<file path="config.mk">
export PLATFORM = sky130hd
export DESIGN_NAME = mem_lsu
export DESIGN_NICKNAME = d
export VERILOG_FILES = /design/src/rtl/mem_lsu_pkg.sv /design/src/rtl/mem_lsu_align.sv /design/src/rtl/mem_lsu.sv
export SDC_FILE = /design/constraint.sdc
export NUM_CORES = 1
export LEC_CHECK = 0
export BUFFER_PORTS_ARGS = -buffer_cell sky130_fd_sc_hd__buf_2
export CELL_PAD_IN_SITES_DETAIL_PLACEMENT = 1
export CELL_PAD_IN_SITES_GLOBAL_PLACEMENT = 1
export CORE_ASPECT_RATIO = 1.25
export CORE_MARGIN = 1.5
export CORE_UTILIZATION = 31
export DETAILED_ROUTE_END_ITERATION = 10
export GPL_TIMING_DRIVEN = 0
export PLACE_DENSITY_LB_ADDON = 0.3
export SYNTH_ARGS = -nofsm -noshare
export SYNTH_HDL_FRONTEND = slang
export SYNTH_HIERARCHICAL = 1
export SYNTH_SLANG_ARGS = --single-unit
export TNS_END_PERCENT = 5
</file>
<file path="constraint.sdc">
create_clock -name clk -period 2.7 [get_ports clk]
set_input_delay 0.54 -clock clk [delete_from_list [all_inputs] [get_ports clk]]
set_output_delay 0.54 -clock clk [all_outputs]
set_load 0.005 [all_outputs]
</file>
<file path="src/rtl/mem_lsu_pkg.sv">
// mem_lsu_pkg
//   Shared types for the MEM-stage load/store unit: the packed ld/st info
//   bundle, access-size codes and the LSU FSM state encoding.
package mem_lsu_pkg;

   localparam int LS_INFO_W = 5;

   typedef enum logic [1:0] {
      SIZE_B = 2'd0,
      SIZE_H = 2'd1,
      SIZE_W = 2'd2
   } ls_size_e;

   // Field order matches MEM_ld_st_info_i: {is_load,is_store,is_unsigned,size}
   typedef struct packed {
      logic     is_load;
      logic     is_store;
      logic     is_unsigned;
      ls_size_e size;
   } ls_info_t;

   typedef enum logic [1:0] {
      ST_IDLE = 2'd0,
      ST_REQ  = 2'd1,
      ST_WAIT = 2'd2,
      ST_RESP = 2'd3
   } lsu_state_e;

endpackage

</file>
<file path="src/rtl/mem_lsu_align.sv">
// mem_lsu_align
//   Combinational lane logic for a 32-bit data bus.
//   size_i, is_unsigned_i, addr_lo_i : access descriptor (addr_lo_i = addr[1:0])
//   st_data_i  -> be_o, wdata_o      : byte enables and lane-replicated store data
//   ld_word_i  -> ld_data_o          : load lane extracted and sign/zero extended
//   misalign_o                       : H on odd address, W on non-word address
module mem_lsu_align
   import mem_lsu_pkg::*;
(
   input  ls_size_e    size_i,
   input  logic        is_unsigned_i,
   input  logic [1:0]  addr_lo_i,
   input  logic [31:0] st_data_i,
   input  logic [31:0] ld_word_i,
   output logic [3:0]  be_o,
   output logic [31:0] wdata_o,
   output logic [31:0] ld_data_o,
   output logic        misalign_o
);

   logic [31:0] ld_shifted;
   logic        sext;

   // NOTE: every output gets a default before the case so no latch is inferred.
   always_comb begin
      be_o       = 4'b1111;
      wdata_o    = st_data_i;
      misalign_o = 1'b0;
      ld_shifted = ld_word_i >> {addr_lo_i, 3'b000};
      sext       = ~is_unsigned_i;
      ld_data_o  = ld_shifted;
      case (size_i)
         SIZE_B: begin
            be_o      = 4'b0001 << addr_lo_i;
            wdata_o   = {4{st_data_i[7:0]}};
            ld_data_o = {{24{sext & ld_shifted[7]}}, ld_shifted[7:0]};
         end
         SIZE_H: begin
            be_o       = 4'b0011 << addr_lo_i;
            wdata_o    = {2{st_data_i[15:0]}};
            ld_data_o  = {{16{sext & ld_shifted[15]}}, ld_shifted[15:0]};
            misalign_o = addr_lo_i[0];
         end
         default: misalign_o = |addr_lo_i;
      endcase
   end

endmodule

</file>
<file path="src/rtl/mem_lsu.sv">
// mem_lsu
//   MEM-stage load/store unit. Accepts one MEM_* entry at a time, performs the
//   data-bus access for aligned loads/stores, and presents a registered result
//   entry to WB over LSU_valid_o / WB_ready_i.
//   Upstream : MEM_valid_i, lsu_ready_o, MEM_pc_i, MEM_ld_st_info_i,
//              MEM_rd_wen_i, MEM_rd_idx_i, MEM_alu_res_i, MEM_rs2_rdata_i
//   Data bus : dbus_req_o/we/addr/be/wdata, dbus_gnt_i, dbus_rvalid_i,
//              dbus_rdata_i, dbus_err_i
//   WB       : WB_ready_i, LSU_valid_o, LSU_pc_o, LSU_rd_wen_o, LSU_rd_idx_o,
//              LSU_rd_wdata_o, LSU_ld_misalign_o, LSU_st_misalign_o, LSU_bus_err_o
//   Only XLEN = 32 is supported.
module mem_lsu
   import mem_lsu_pkg::*;
#(
   parameter int XLEN = 32
) (
   input  logic                 clk,
   input  logic                 rst,
   input  logic                 MEM_valid_i,
   output logic                 lsu_ready_o,
   input  logic [XLEN-1:0]      MEM_pc_i,
   input  logic [LS_INFO_W-1:0] MEM_ld_st_info_i,
   input  logic                 MEM_rd_wen_i,
   input  logic [4:0]           MEM_rd_idx_i,
   input  logic [XLEN-1:0]      MEM_alu_res_i,
   input  logic [XLEN-1:0]      MEM_rs2_rdata_i,
   output logic                 dbus_req_o,
   output logic                 dbus_we_o,
   output logic [XLEN-1:0]      dbus_addr_o,
   output logic [3:0]           dbus_be_o,
   output logic [XLEN-1:0]      dbus_wdata_o,
   input  logic                 dbus_gnt_i,
   input  logic                 dbus_rvalid_i,
   input  logic [XLEN-1:0]      dbus_rdata_i,
   input  logic                 dbus_err_i,
   input  logic                 WB_ready_i,
   output logic                 LSU_valid_o,
   output logic [XLEN-1:0]      LSU_pc_o,
   output logic                 LSU_rd_wen_o,
   output logic [4:0]           LSU_rd_idx_o,
   output logic [XLEN-1:0]      LSU_rd_wdata_o,
   output logic                 LSU_ld_misalign_o,
   output logic                 LSU_st_misalign_o,
   output logic                 LSU_bus_err_o
);

   lsu_state_e      state_q, state_d;
   ls_info_t        info_q, info_d;
   logic [XLEN-1:0] pc_q, pc_d, addr_q, addr_d, rs2_q, rs2_d, wdata_q, wdata_d;
   logic [4:0]      rd_idx_q, rd_idx_d;
   logic            rd_wen_q, rd_wen_d, ld_mis_q, ld_mis_d;
   logic            st_mis_q, st_mis_d, bus_err_q, bus_err_d;

   ls_info_t        info_in, al_info;
   logic [1:0]      al_addr_lo;
   logic [3:0]      al_be;
   logic [31:0]     al_wdata, al_ld_data;
   logic            al_misalign, busy, accept, mem_op, mis, req, valid;

   // The align block serves the incoming entry while accepting (misalign
   // routing) and the captured entry while the bus access is in flight.
   assign info_in    = ls_info_t'(MEM_ld_st_info_i);
   assign busy       = (state_q == ST_REQ) || (state_q == ST_WAIT);
   assign al_info    = busy ? info_q : info_in;
   assign al_addr_lo = busy ? addr_q[1:0] : MEM_alu_res_i[1:0];

   mem_lsu_align u_align (
      .size_i        (al_info.size),
      .is_unsigned_i (al_info.is_unsigned),
      .addr_lo_i     (al_addr_lo),
      .st_data_i     (rs2_q),
      .ld_word_i     (dbus_rdata_i),
      .be_o          (al_be),
      .wdata_o       (al_wdata),
      .ld_data_o     (al_ld_data),
      .misalign_o    (al_misalign)
   );

   // Ready is held low during reset so nothing is accepted while it is applied.
   assign lsu_ready_o = ~rst & ((state_q == ST_IDLE) || ((state_q == ST_RESP) && WB_ready_i));
   assign accept      = MEM_valid_i & lsu_ready_o;
   assign mem_op      = info_in.is_load | info_in.is_store;
   assign mis         = mem_op & al_misalign;

   always_comb begin
      state_d   = state_q;
      info_d    = info_q;
      pc_d      = pc_q;
      addr_d    = addr_q;
      rs2_d     = rs2_q;
      wdata_d   = wdata_q;
      rd_idx_d  = rd_idx_q;
      rd_wen_d  = rd_wen_q;
      ld_mis_d  = ld_mis_q;
      st_mis_d  = st_mis_q;
      bus_err_d = bus_err_q;

      case (state_q)
         ST_REQ:  if (dbus_gnt_i) state_d = ST_WAIT;
         ST_WAIT: begin
            if (dbus_rvalid_i) begin
               state_d = ST_RESP;
               if (dbus_err_i) begin
                  bus_err_d = 1'b1;
                  rd_wen_d  = 1'b0;
                  wdata_d   = '0;
               end else if (info_q.is_load) begin
                  wdata_d = al_ld_data;
               end
            end
         end
         ST_RESP: if (WB_ready_i) state_d = ST_IDLE;
         default: ;
      endcase

      // A new entry overrides RESP->IDLE so non-memory ops stream 1/cycle.
      if (accept) begin
         info_d    = info_in;
         pc_d      = MEM_pc_i;
         addr_d    = MEM_alu_res_i;
         rs2_d     = MEM_rs2_rdata_i;
         wdata_d   = MEM_alu_res_i;
         rd_idx_d  = MEM_rd_idx_i;
         rd_wen_d  = MEM_rd_wen_i & ~mis;
         ld_mis_d  = mis & info_in.is_load;
         st_mis_d  = mis & ~info_in.is_load;
         bus_err_d = 1'b0;
         state_d   = (mem_op && !mis) ? ST_REQ : ST_RESP;
      end
   end

   // NOTE: sequential state uses non-blocking assignments only.
   always_ff @(posedge clk) begin
      if (rst) begin
         state_q   <= ST_IDLE;
         info_q    <= '0;
         pc_q      <= '0;
         addr_q    <= '0;
         rs2_q     <= '0;
         wdata_q   <= '0;
         rd_idx_q  <= '0;
         rd_wen_q  <= 1'b0;
         ld_mis_q  <= 1'b0;
         st_mis_q  <= 1'b0;
         bus_err_q <= 1'b0;
      end else begin
         state_q   <= state_d;
         info_q    <= info_d;
         pc_q      <= pc_d;
         addr_q    <= addr_d;
         rs2_q     <= rs2_d;
         wdata_q   <= wdata_d;
         rd_idx_q  <= rd_idx_d;
         rd_wen_q  <= rd_wen_d;
         ld_mis_q  <= ld_mis_d;
         st_mis_q  <= st_mis_d;
         bus_err_q <= bus_err_d;
      end
   end

   assign req          = (state_q == ST_REQ);
   assign dbus_req_o   = req;
   assign dbus_we_o    = req & info_q.is_store & ~info_q.is_load;
   assign dbus_addr_o  = {addr_q[XLEN-1:2], 2'b00} & {XLEN{req}};
   assign dbus_be_o    = al_be & {4{req}};
   assign dbus_wdata_o = al_wdata & {XLEN{req}};

   assign valid             = (state_q == ST_RESP);
   assign LSU_valid_o       = valid;
   assign LSU_pc_o          = pc_q & {XLEN{valid}};
   assign LSU_rd_wen_o      = rd_wen_q & valid;
   assign LSU_rd_idx_o      = rd_idx_q & {5{valid}};
   assign LSU_rd_wdata_o    = wdata_q & {XLEN{valid}};
   assign LSU_ld_misalign_o = ld_mis_q & valid;
   assign LSU_st_misalign_o = st_mis_q & valid;
   assign LSU_bus_err_o     = bus_err_q & valid;

endmodule

</file>
Word-level counts from Yosys, hierarchy flattened
Cells that the tools add are included.
{ "classes": {"shift": 3, "eq_ne": 7, "bitwise": 26, "reduce_logical": 18, "n_mux": 21} }
{ "ops": {"columns": ["operator", "count"], "rows": [
  ["32-bit 2-to-1 mux", 5],
  ["32-bit AND", 4],
  ["32-bit one-hot mux with 2 select lines", 2],
  ["32-bit by 5-bit right shift with 32-bit output", 1],
  ["1-bit AND", 14],
  ["2-bit 2-to-1 mux", 6],
  ["3-bit != test (second input constant)", 3],
  ["3-bit AND reduction", 3],
  ["4-bit one-hot mux with 2 select lines", 1],
  ["2-bit one-hot mux with 3 select lines", 1],
  ["2-bit nonzero test", 3],
  ["5-bit AND", 1],
  ["1-bit inverter", 5],
  ["4-bit AND", 1],
  ["2-bit by 1-bit == test with 1-bit output (second input constant)", 2],
  ["2-bit == test (second input constant)", 2],
  ["2-bit zero test", 2],
  ["1-bit 2-to-1 mux", 4],
  ["4-bit AND reduction", 1],
  ["4-bit nonzero test", 1],
  ["2-bit OR reduction", 2],
  ["1-bit by 2-bit << shifter with 4-bit output (first input constant)", 1],
  ["2-bit by 2-bit << shifter with 4-bit output (first input constant)", 1],
  ["3-bit 2-to-1 mux", 1],
  ["other kinds (6)", 8]
]} }
{ "totals": {"reg_bits": 144, "elab_cells": 89} }

Depth between registers and ports, before layout
{ "logic_depth": {"word_depth": 11, "mapped_depth": 11} }

Hierarchy
Netlist, hierarchy kept.
{ "modules_own_cells": {"columns": ["mod", "area_per_inst_um2", "seq_area_each_um2", "n_inst", "cells_each"], "rows": [
  ["mem_lsu", 6291.0, 2882.8, 1, 815],
  ["mem_lsu_align", 1380.1, 0.0, 1, 198]
]} }

Worst setup path before layout
No wires, ideal clock.
{ "synth_path": {"path_type": "register to output", "from": "reg state_q[0]", "to": "out dbus_wdata_o[14]", "stages_incl_launch_ff": 11, "path_slack_ns": 0.051, "arrival_ns": 2.109, "path_cell_list": "dfxtp_1 > inv_1 > ha_1 > mux2_2 > clkbuf_1 > or2_1 > clkbuf_1 > buf_4 > nand2_1 > nand2_1 > and2_1"} }
{ "synth_rtl": {"columns": ["item", "line", "source"], "rows": [
  ["from (decl)", "mem_lsu.sv:47", "lsu_state_e state_q, state_d;"],
  ["from (signal assigned)", "mem_lsu.sv:147", "state_q <= state_d;"],
  ["to (decl)", "mem_lsu.sv:31", "output logic [XLEN-1:0] dbus_wdata_o,"]
]} }

==> impl_metrics.csv <==
group,metric,value,unit
route,routedWlPerCell,19.3,um
placed_design,preCtsSetupSlack,-577,ps
hold_path,hold_path_depth,3,
cts,clock_sinks,144,
logic_synthesis,async_flop_share,0,%
cells_and_area,final_nets,1485,
cts,ctsHoldBuffers,0,
power,p_total,9.54,mW
setup_path,path_cells,"inv_4, ha_4, mux2_4, or2_4, buf_8, nand2_4, nand2_2, and2_1, buf_2",
placed_design,portBuffers,287,
placed_design,dp_hpwl,24700,um
floorplanning,row_count,64,
timing,worst_slack,-227,ps
logic_synthesis,synth_cells,1013,
setup_path,slowest_stage,"mux2_4",
setup_path,end_kind,"output port",
timing,rsz0062_at_grt,"true",
route,first_pass_iters,5,
cells_and_area,final_util,43.5,%
status,status,"complete, but fails checks",
logic_synthesis,netlist_area,0.00767,mm^2
timing,period_share,108,%
setup_path,rr_startpoint,"state_q[1]$_SDFFE_PP0P_",
logic_synthesis,synth.distinct_cells,50,
cts,cts_tree,"yes",
setup_path,ff2ff_path_depth,9,
logic_synthesis,netlist.area_leader.share,37.6,%
setup_path,cp_data_required_time,2160,ps
cts,cts_buffer_depth,2,
timing,holdWs,287,ps
route,num_vias,8199,
route,antenna_left,0,
setup_path,cp_max_fo,6,
power,pwr_density_cell,899,mW/mm^2
timing,fin_skew,10.4,ps
timing,hold_violations,0,
cells_and_area,syn_to_final_growth,38.4,%
floorplanning,io_pins,291,
timing,max-slew-margin-rel,50.1,%
logic_synthesis,avgSynthCellArea,7.57,um^2
cts,cts_made_buffers,17,
setup_path,worst-path-stages,9,
route,drc,0,
hold_path,hp-class,"input port to flip-flop",
setup_path,critPathMaxStageDelay,370,ps
logic_synthesis,seq_area_frac_synth,37.6,%
floorplanning,start_util,31.4,%
timing,period_minus_slack,2930,ps
floorplanning,dieArea,0.0257,mm^2
placed_design,gp_congestion,0.872,
route,drt-total-wl,32300,um
timing,clock.fmax,342,MHz
grt,grt_overflow_total,0,
floorplanning,die_h,179,um
grt,grt_pass1_vias,8680,
floorplanning,die_w,144,um
cts,cts_root_buf,"clkbuf_16",
setup_path,critPathKind,"flip-flop to output port",
floorplanning,core,0.0244,mm^2
cts,worst_skew_pair.late_latency,440,ps
setup_path,start_kind,"flip-flop",
logic_synthesis,synth-seq-cells,144,
timing,setup_violations,36,
route,drt_iter0_drc,292,
power,ir_drop,445,uV
grt,grt_max_degree,17,
cts,clk_pin_slew,70,ps
setup_path,endpoint,"dbus_wdata_o[11]",
logic_synthesis,ys_warn_count,6,
cts,htreeDepth,4,
logic_synthesis,synth_top_area_cell,"dfxtp_1",
cells_and_area,drive_above_1_share,36.1,%
grt,grt_pass1_wl,48700,um
grt,grtUsageTotal,25.4,%
logic_synthesis,synth_edf_count,0,
setup_path,r2r_end,"wdata_q[15]$_SDFFE_PP0P_",
setup_path,cp_top_family,"simple AND/OR/NAND/NOR gates",
setup_path,arrival,2390,ps
status,violations,"setup timing",
grt,antenna_found_initial,1,
setup_path,cp-startpoint,"state_q[1]$_SDFFE_PP0P_",
route,viasPerCell,4.88,
timing,slew_viol_final,0,
setup_path,crit_buf_inv,3,
setup_path,reg2reg_setup_slack,-70,ps
flow_run,cap_violations,0,
timing,tightest_slew,745,ps
logic_synthesis,synth_flop_cell,"dfxtp_1",
power,p_leak,4.97,nW
logic_synthesis,synth_area_leaders,"dfxtp_1 (38%), nand2_1 (13%), and2_1 (11%)",
==> metal layers <==
metal  track usage (%)  routed length (um)
met1              29.0               13300
met3              5.69                1590
met4              10.5                 989
met2              45.3               16400
met5                 0                   0
==> state kept, by name (all words and copies together), names as in the netlist <==
signal     cells
st_mis_q       1
rd_wen_q       1
rs2_q         32
addr_q        32
ld_mis_q       1
info_q         5
state_q        2
wdata_q       32
rd_idx_q       5
bus_err_q      1
pc_q          32
==> kinds of logic (layout without fill, tap and decap cells) <==
logic type / after synthesis / count (layout) / share of synthesized area, %
AND/OR/NAND/NOR: 523 / 524 / 32.8
flip-flops: 144 / 144 / 37.6
buffers and inverters: 103 / 436 / 6.83
other: 1 / 3 / 0.0489
adder cells (fa/ha/maj): 4 / 4 / 0.652
AO/OA/AOI/OAI: 200 / 200 / 16.7
multiplexers: 38 / 38 / 5.38
==> worst min-delay path: stages <==
cell	delay [ps]
buf_2	70
nand2_1	30
o21ai_0	50
==> how the worst min path moves through the flow <==
| stage | from | to | slack, ps |
|---|---|---|---|
| floorplan | st_mis_q$_SDFFE_PP0P_ | st_mis_q$_SDFFE_PP0P_ | 430 |
| global placement | st_mis_q$_SDFFE_PP0P_ | st_mis_q$_SDFFE_PP0P_ | 440 |
| detailed placement | st_mis_q$_SDFFE_PP0P_ | st_mis_q$_SDFFE_PP0P_ | 440 |
| CTS | MEM_pc_i[2] | pc_q[2]$_SDFFE_PP0P_ | 280 |
| global route | MEM_pc_i[8] | pc_q[8]$_SDFFE_PP0P_ | 290 |
| finish | MEM_rs2_rdata_i[20] | rs2_q[20]$_SDFFE_PP0P_ | 290 |
==> synthesized netlist by cell type (10+ instances only) <==
cell,n
buf_2,26
nor3_1,32
o21ai_0,121
buf_4,11
dfxtp_1,144
nor2b_1,10
a21oi_1,11
a221oi_1,32
clkbuf_1,51
nand3_2,10
nand2_1,265
and2_1,140
mux2_2,22
nor2_1,39
mux2i_1,15
nand3_1,12
==> power breakdown <==
group / switching, mW / internal (mW) / total (mW)
clock: 1.10 / 1.33 / 2.43
combinational: 2.45 / 1.86 / 4.31
sequential: 0.258 / 2.54 / 2.80
total: 3.81 / 5.73 / 9.54
==> metrics by stage <==
stage          area, um^2  std cells  TNS, ps
3_5_place_dp         9520       1631   -21320
2_1_floorplan        7670       1014        0
6_report            10600       1679    -4460
3_3_place_gp         9520       1631   -19340
4_1_cts             10400       1677    -5020
5_1_grt             10600       1679    -7370
==> placed cells by master (no fill, tap or decap), drive strengths merged, types with 2 or more instances in the layout <==
cell type / n
nand2b: 3
conb: 2
clkinvlp: 3
o21ai: 122
nand3: 22
inv: 13
mux2: 23
o211ai: 2
a21oi: 18
ha: 4
and2: 140
dfxtp: 144
nor2b: 10
a221oi: 33
mux2i: 15
a211oi: 7
buf: 354
nor3: 33
o21bai: 2
nand2: 265
nor2: 41
clkbuf: 64
a31oi: 4
a2bb2oi: 8
==> what timing repair did <==
item                       4_1_cts  5_1_grt
pin swaps                        9        8
gates resized for setup         67       56
buffers inserted                17        1
gates cloned                     1        0
setup endpoints to repair      144      115
==> area by class of cell <==
class / count / area, um^2
inverters: 5 / 23.8
fillers: 3102 / 13800
clock buffers: 19 / 443
well taps: 330 / 413
clock inverters: 13 / 141
repair buffers: 305 / 1580
diodes: 1 / 2.50
multi-input cells: 768 / 4500
flip-flops and latches: 144 / 2890
plain buffers: 94 / 624
(Power assumes the default switching activity.)
